`src/rtl/por_rst_seq.sv`:
```
// Power-on reset sequencer: releases NUM_DOM block resets in order with a
// programmable per-stage delay and re-asserts them all on brownout or software request.
module por_rst_seq #(
    parameter int NUM_DOM  = 4,
    parameter int DLY_W    = 8,
    parameter int FILT_CYC = 4
) (
    input  logic                       osc_ck,
    input  logic                       porb,
    input  logic                       pwup_filt,
    input  logic                       sw_rst_req,
    input  logic [NUM_DOM*DLY_W-1:0]   dly_cfg,
    output logic [NUM_DOM-1:0]         rstb_out,
    output logic                       seq_done,
    output logic [7:0]                 bo_count,
    output logic [2:0]                 seq_state
);

    localparam int STG_W = (NUM_DOM > 1) ? $clog2(NUM_DOM) : 1;
    localparam logic [STG_W-1:0] LAST_STG  = STG_W'(NUM_DOM - 1);
    localparam logic [3:0]       FILT_LAST = 4'(FILT_CYC - 1);

    typedef enum logic [2:0] {
        ST_IDLE  = 3'd0,
        ST_STAGE = 3'd1,
        ST_DONE  = 3'd2,
        ST_HOLD  = 3'd3
    } state_e;

    logic [1:0]         rst_sync_q;
    logic               rst_n_i;
    logic [1:0]         pwup_sync_q;
    logic               pwup_s;
    logic [3:0]         filt_cnt_q, filt_cnt_d;
    logic               pwup_ok_q, pwup_ok_d;
    state_e             state_q, state_d;
    logic [STG_W-1:0]   stage_q, stage_d;
    logic [DLY_W-1:0]   dly_cnt_q, dly_cnt_d;
    logic [NUM_DOM-1:0] rstb_q, rstb_d;
    logic               seq_done_q, seq_done_d;
    logic [7:0]         bo_q, bo_d;
    logic               abort_s;
    logic               go_s;
    logic               cnt_zero_s;
    logic               last_stage_s;

    function automatic logic [DLY_W-1:0] dly_field(input logic [STG_W-1:0] idx);
        return dly_cfg[idx*DLY_W +: DLY_W];
    endfunction

    // Reset synchronizer: assert with porb immediately, release two edges later
    always_ff @(posedge osc_ck or negedge porb) begin
        if (!porb) begin
            rst_sync_q <= 2'b00;
        end else begin
            rst_sync_q <= {rst_sync_q[0], 1'b1};
        end
    end
    assign rst_n_i = rst_sync_q[1];

    // Supply-good synchronizer
    always_ff @(posedge osc_ck or negedge rst_n_i) begin
        if (!rst_n_i) begin
            pwup_sync_q <= 2'b00;
        end else begin
            pwup_sync_q <= {pwup_sync_q[0], pwup_filt};
        end
    end
    assign pwup_s = pwup_sync_q[1];

    // Debounce: flip pwup_ok after FILT_CYC consecutive disagreeing samples
    always_comb begin
        filt_cnt_d = 4'd0;
        pwup_ok_d  = pwup_ok_q;
        if (pwup_s != pwup_ok_q) begin
            if (filt_cnt_q == FILT_LAST) begin
                pwup_ok_d  = pwup_s;
                filt_cnt_d = 4'd0;
            end else begin
                filt_cnt_d = filt_cnt_q + 4'd1;
            end
        end else begin
            filt_cnt_d = 4'd0;
        end
    end

    assign go_s         = pwup_ok_q && !sw_rst_req;
    assign abort_s      = ((state_q == ST_STAGE) || (state_q == ST_DONE)) &&
                          (!pwup_ok_q || sw_rst_req);
    assign cnt_zero_s   = (dly_cnt_q == {DLY_W{1'b0}});
    assign last_stage_s = (stage_q == LAST_STG);

    // State and datapath registers
    always_ff @(posedge osc_ck or negedge rst_n_i) begin
        if (!rst_n_i) begin
            filt_cnt_q <= 4'd0;
            pwup_ok_q  <= 1'b0;
            state_q    <= ST_IDLE;
            stage_q    <= {STG_W{1'b0}};
            dly_cnt_q  <= {DLY_W{1'b0}};
            rstb_q     <= {NUM_DOM{1'b0}};
            seq_done_q <= 1'b0;
            bo_q       <= 8'd0;
        end else begin
            filt_cnt_q <= filt_cnt_d;
            pwup_ok_q  <= pwup_ok_d;
            state_q    <= state_d;
            stage_q    <= stage_d;
            dly_cnt_q  <= dly_cnt_d;
            rstb_q     <= rstb_d;
            seq_done_q <= seq_done_d;
            bo_q       <= bo_d;
        end
    end

    // Next-state logic
    always_comb begin
        state_d = state_q;
        case (state_q)
            ST_IDLE:  if (go_s) state_d = ST_STAGE; else state_d = ST_IDLE;
            ST_STAGE: begin
                if (abort_s) begin
                    state_d = ST_HOLD;
                end else if (cnt_zero_s && last_stage_s) begin
                    state_d = ST_DONE;
                end else begin
                    state_d = ST_STAGE;
                end
            end
            ST_DONE:  if (abort_s) state_d = ST_HOLD; else state_d = ST_DONE;
            ST_HOLD:  if (go_s) state_d = ST_IDLE; else state_d = ST_HOLD;
            default:  state_d = ST_IDLE;
        endcase
    end

    // Output and counter logic; the next field is sampled in the release cycle
    always_comb begin
        stage_d    = stage_q;
        dly_cnt_d  = dly_cnt_q;
        rstb_d     = rstb_q;
        seq_done_d = 1'b0;
        bo_d       = bo_q;
        if (abort_s) begin
            rstb_d = {NUM_DOM{1'b0}};
            if (!pwup_ok_q && (bo_q != 8'hFF)) begin
                bo_d = bo_q + 8'd1;
            end else begin
                bo_d = bo_q;
            end
        end else begin
            case (state_q)
                ST_IDLE: begin
                    rstb_d = {NUM_DOM{1'b0}};
                    if (go_s) begin
                        stage_d   = {STG_W{1'b0}};
                        dly_cnt_d = dly_field({STG_W{1'b0}});
                    end else begin
                        stage_d   = stage_q;
                    end
                end
                ST_STAGE: begin
                    if (!cnt_zero_s) begin
                        dly_cnt_d = dly_cnt_q - {{(DLY_W-1){1'b0}}, 1'b1};
                    end else begin
                        rstb_d[stage_q] = 1'b1;
                        if (!last_stage_s) begin
                            stage_d   = stage_q + 1'b1;
                            dly_cnt_d = dly_field(stage_q + 1'b1);
                        end else begin
                            stage_d   = stage_q;
                        end
                    end
                end
                ST_DONE: begin
                    rstb_d     = {NUM_DOM{1'b1}};
                    seq_done_d = 1'b1;
                end
                ST_HOLD: rstb_d = {NUM_DOM{1'b0}};
                default: rstb_d = {NUM_DOM{1'b0}};
            endcase
        end
    end

    assign rstb_out  = rstb_q;
    assign seq_done  = seq_done_q;
    assign bo_count  = bo_q;
    assign seq_state = state_q;

endmodule

```
`config.mk`:
```
export PLATFORM = sky130hd
export DESIGN_NAME = por_rst_seq
export DESIGN_NICKNAME = d
export VERILOG_FILES = /design/src/rtl/por_rst_seq.sv
export SDC_FILE = /design/constraint.sdc
export NUM_CORES = 1
export LEC_CHECK = 0
export BUFFER_PORTS_ARGS = -buffer_cell sky130_fd_sc_hd__buf_2
export CAP_MARGIN = 5
export CORE_MARGIN = 10
export CORE_UTILIZATION = 45
export CTS_CLUSTER_DIAMETER = 120
export DETAILED_ROUTE_END_ITERATION = 7
export PLACE_DENSITY = 0.74
export SLEW_MARGIN = 0
export SYNTH_ARGS = -nofsm -noshare
export SYNTH_HDL_FRONTEND = slang
export SYNTH_SLANG_ARGS = --single-unit
```
`constraint.sdc`:
```
create_clock -name osc_ck -period 2.9 [get_ports osc_ck]
set_clock_uncertainty 0.2 [all_clocks]
set_input_delay 0.725 -clock osc_ck [delete_from_list [all_inputs] [get_ports osc_ck]]
set_output_delay 0.725 -clock osc_ck [all_outputs]
set_load 0.02 [all_outputs]
```
==> results.toml <==
[outcome]
status = "finished, final reports clean"

[yosys]
netlist_instances = 214
ys.flop_type = "dfrtp_1"
ys_types = 50
synth_edf_count = 0
synth.avg_cell_area_um2 = 10.1
syn-cell-area_um2 = 2160
synth_nets = 262
ys_seq_area_share_pct = 39.4
async_flop_share_pct = 100
ys_ff_latch = 34
synth-warning-count = 0

[sta]
rsz0062_at_grt = "false"
worst_pin_slew_ns = 0.592
timing.final.hold_violations = 0
slew_viol_final = 0
maxSlewHeadroom_pct = 60.2
period_share_pct = 75.5
tns_ns = 0
max_freq_mhz = 457
finalSetupViolCount = 0
layout_min_cycle_time_ns = 2.19

[finish]
fin_area_um2 = 2530
multiInputGateArea_um2 = 1190
fin_nets = 311
fillCellCount = 424
utilization_pct = 54.0
ff_latch_area_um2 = 851
areaGrowthSynthToFinish_pct = 17.2
antenna_cells = 0
drive_gt1_share_pct = 29.2

[setup_path]
end_kind = "flip-flop"
crit_chain = "inv_1 -> ha_1 -> mux4_2 -> mux2_2 -> a21oi_1 -> a21oi_1"
critPathSlowestCell = "ha_1"
worstSetupStartpointType = "flip-flop"
crit_path_frequent_cell = "a21oi_1"
max_stage_delay_ns = 0.55
critical_path_buf_inv_count = 1
worst-setup-path-type = "reg2reg"
cpLargestDelayFamily = "multiplexers"
path_max_fanout = 9
crit_required_ns = 2.87
critPathArrivalTime_ns = 2.16

[power]
p_int_w = 0.00152
power_w = 0.00266
p_leak_nw = 1.17
seq_power_share_pct = 30.8
switching_share_pct = 43.1
clkPwrFrac_pct = 15.9
p_switching_w = 0.00115
vdd_drop_max_uv = 344
power.density_nw_per_um2 = 1050
combPwrFrac_pct = 53.3

[clock_network]
cts_tree = "done"
post_cts_buffers = 0
postCtsHoldBufs = 0
cts.path.max_buffers = 2
clk_pin_slew_ns = 0.07
cts_root_buffer = "clkbuf_8"
htree_num_levels = 2
clock-sinks = 34
worstSkewPairLatency_ns = 0.28
cts-resized-gates = 0
cts_made_buffers = 5

[placed_design]
dp_hpwl_mm = 3.66
port_buffers = 50
place_area_um2 = 2430
routabilityCongestion = 0.857

[global_route]
grt_pass1_wl_mm = 8.29
grt_use_total_pct = 13.0
antenna_found_initial = 0
grt_pass1_vias = 1826
grt_max_degree = 33
grt_overflow = 0

[drt]
post_drt_wl_per_cell_um = 15.3
vias = 1763
post-route-drc-count = 0
drt-initial-drc-count = 92
drt-pass1-iter-count = 4
antenna_left = 0
via_per_inst = 5.54
wirelength_mm = 4.86

[die]
coreArea_um2 = 4690
die_height_um = 89.3
die-area_um2 = 7980
io_pins = 52
rows = 25
die_x_um = 89.3
start_util_pct = 46.1

[min_path]
hp-class = "in2async"

[run]
timing.max_cap.violations = 0
==> routing by layer <==
layer | track usage, % | part of all wire (%) | up-vias
met1 | 15.6 | 45 | 839
met5 | 0 | 0 | -
met2 | 21.3 | 47 | 50
met3 | 4.83 | 7.4 | 6
met4 | 3.61 | 0.99 | 0
li1 | - | - | 868
==> metrics by stage <==
step | cells | setup slack [ns] | hold slack (ns)
final | 318 | 0.711 | 0.0136
after global routing | 318 | 0.545 | 0.00326
after global placement | 310 | 0.714 | 0.0812
after CTS | 318 | 0.700 | 0.00582
after floorplan | 214 | 0.606 | 0.131
after detailed placement | 310 | 0.652 | 0.0864
==> area by class of cell <==
| cell class | count | share of cell area [%] |
|---|---|---|
| clock buffer | 7 | 3.01 |
| clock inverter | 1 | 1.19 |
| inverter | 12 | 1.78 |
| multi-input combinational | 157 | 47.0 |
| sequential | 34 | 33.6 |
| tap | 54 | 2.67 |
| timing repair buffer | 53 | 10.8 |
==> logic make-up (layout without fill, tap and decap cells) <==
kind of cell	Yosys count	in the layout	share of synthesized area, %
and+or+nand+nor	67	67	17.1
AOI/OAI and AO/OA	59	59	18.3
DFF	34	34	39.4
buffers and inverters	23	73	5.55
adders and majority gates	12	12	6.94
muxes	11	11	9.90
xor gates and xnor gates	6	6	2.43
other	2	2	0.347
==> state kept, by name (all words and copies together) (netlist names) <==
signal	cells
pwup_ok_q	1
rstb_out	4
seq_done	1
bo_count	8
pwup_sync_q	2
rst_sync_q	2
dly_cnt_q	8
seq_state	2
filt_cnt_q	4
stage_q	2
==> synth_stat cells, types with 2 or more instances <==
| master | instances | area, um2 |
|---|---|---|
| a21oi_1 | 14 | 70.1 |
| a22o_1 | 2 | 17.5 |
| a31oi_1 | 5 | 31.3 |
| and2b_1 | 2 | 15.0 |
| and3_1 | 5 | 31.3 |
| buf_2 | 3 | 15.0 |
| buf_6 | 2 | 22.5 |
| clkbuf_1 | 4 | 15.0 |
| conb_1 | 2 | 7.51 |
| dfrtp_1 | 34 | 851 |
| ha_1 | 12 | 150 |
| inv_1 | 12 | 45.0 |
| mux2_2 | 3 | 33.8 |
| mux4_2 | 8 | 180 |
| nand2_1 | 16 | 60.1 |
| nand2b_1 | 6 | 37.5 |
| nand3_1 | 3 | 15.0 |
| nand3b_1 | 2 | 15.0 |
| nand4_1 | 4 | 25.0 |
| nor2_1 | 12 | 45.0 |
| nor2b_1 | 3 | 18.8 |
| nor3_1 | 6 | 30.0 |
| o211ai_1 | 3 | 22.5 |
| o21a_1 | 5 | 37.5 |
| o21ai_0 | 9 | 45.0 |
| o21ai_1 | 9 | 45.0 |
| xnor2_1 | 3 | 26.3 |
| xor2_1 | 3 | 26.3 |
==> path summary, 6_finish.rpt <==
path	end	slack, ns	cells past startpoint	start
worst min-delay path	rst_sync_q[1]	0.01	1	porb
max in group asynchronous	dly_cnt_q[5]	2.14	1	rst_sync_q[1]
worst min register to register	bo_count[6]	0.07	1	rst_sync_q[1]
worst max-delay path	dly_cnt_q[5]	0.71	6	stage_q[1]
worst max register to register	dly_cnt_q[5]	0.71	6	stage_q[1]
min in group osc_ck	rst_sync_q[1]	0.15	0	rst_sync_q[0]
==> power groups by stage <==
| stage | clock network (W) | registers, W | logic [W] |
|---|---|---|---|
| 3_5_place_dp | 0 | 0.000825 | 0.00142 |
| 3_3_place_gp | 0 | 0.000818 | 0.00137 |
| 2_1_floorplan | 0 | 0.000895 | 0.00103 |
| 4_1_cts | 0.000435 | 0.000818 | 0.00143 |
| 6_report | 0.000424 | 0.000820 | 0.00142 |
| 5_1_grt | 0.000458 | 0.000848 | 0.00160 |
==> layout by cell type (no fill, tap or decap), types with 2 or more instances in the layout <==
cell	count
a21oi_1	14
a22o_1	2
a31oi_1	5
and2b_1	2
and3_1	5
buf_2	50
buf_4	3
clkbuf_1	2
clkbuf_8	5
conb_1	2
dfrtp_1	34
ha_1	12
inv_1	12
mux2_2	3
mux4_2	8
nand2_1	16
nand2b_1	6
nand3_1	3
nand3b_1	2
nand4_1	4
nor2_1	12
nor2b_1	3
nor3_1	6
o211ai_1	3
o21a_1	5
o21ai_0	9
o21ai_1	9
xnor2_1	3
xor2_1	3
No activity file was read; power rests on OpenSTA's default activity.
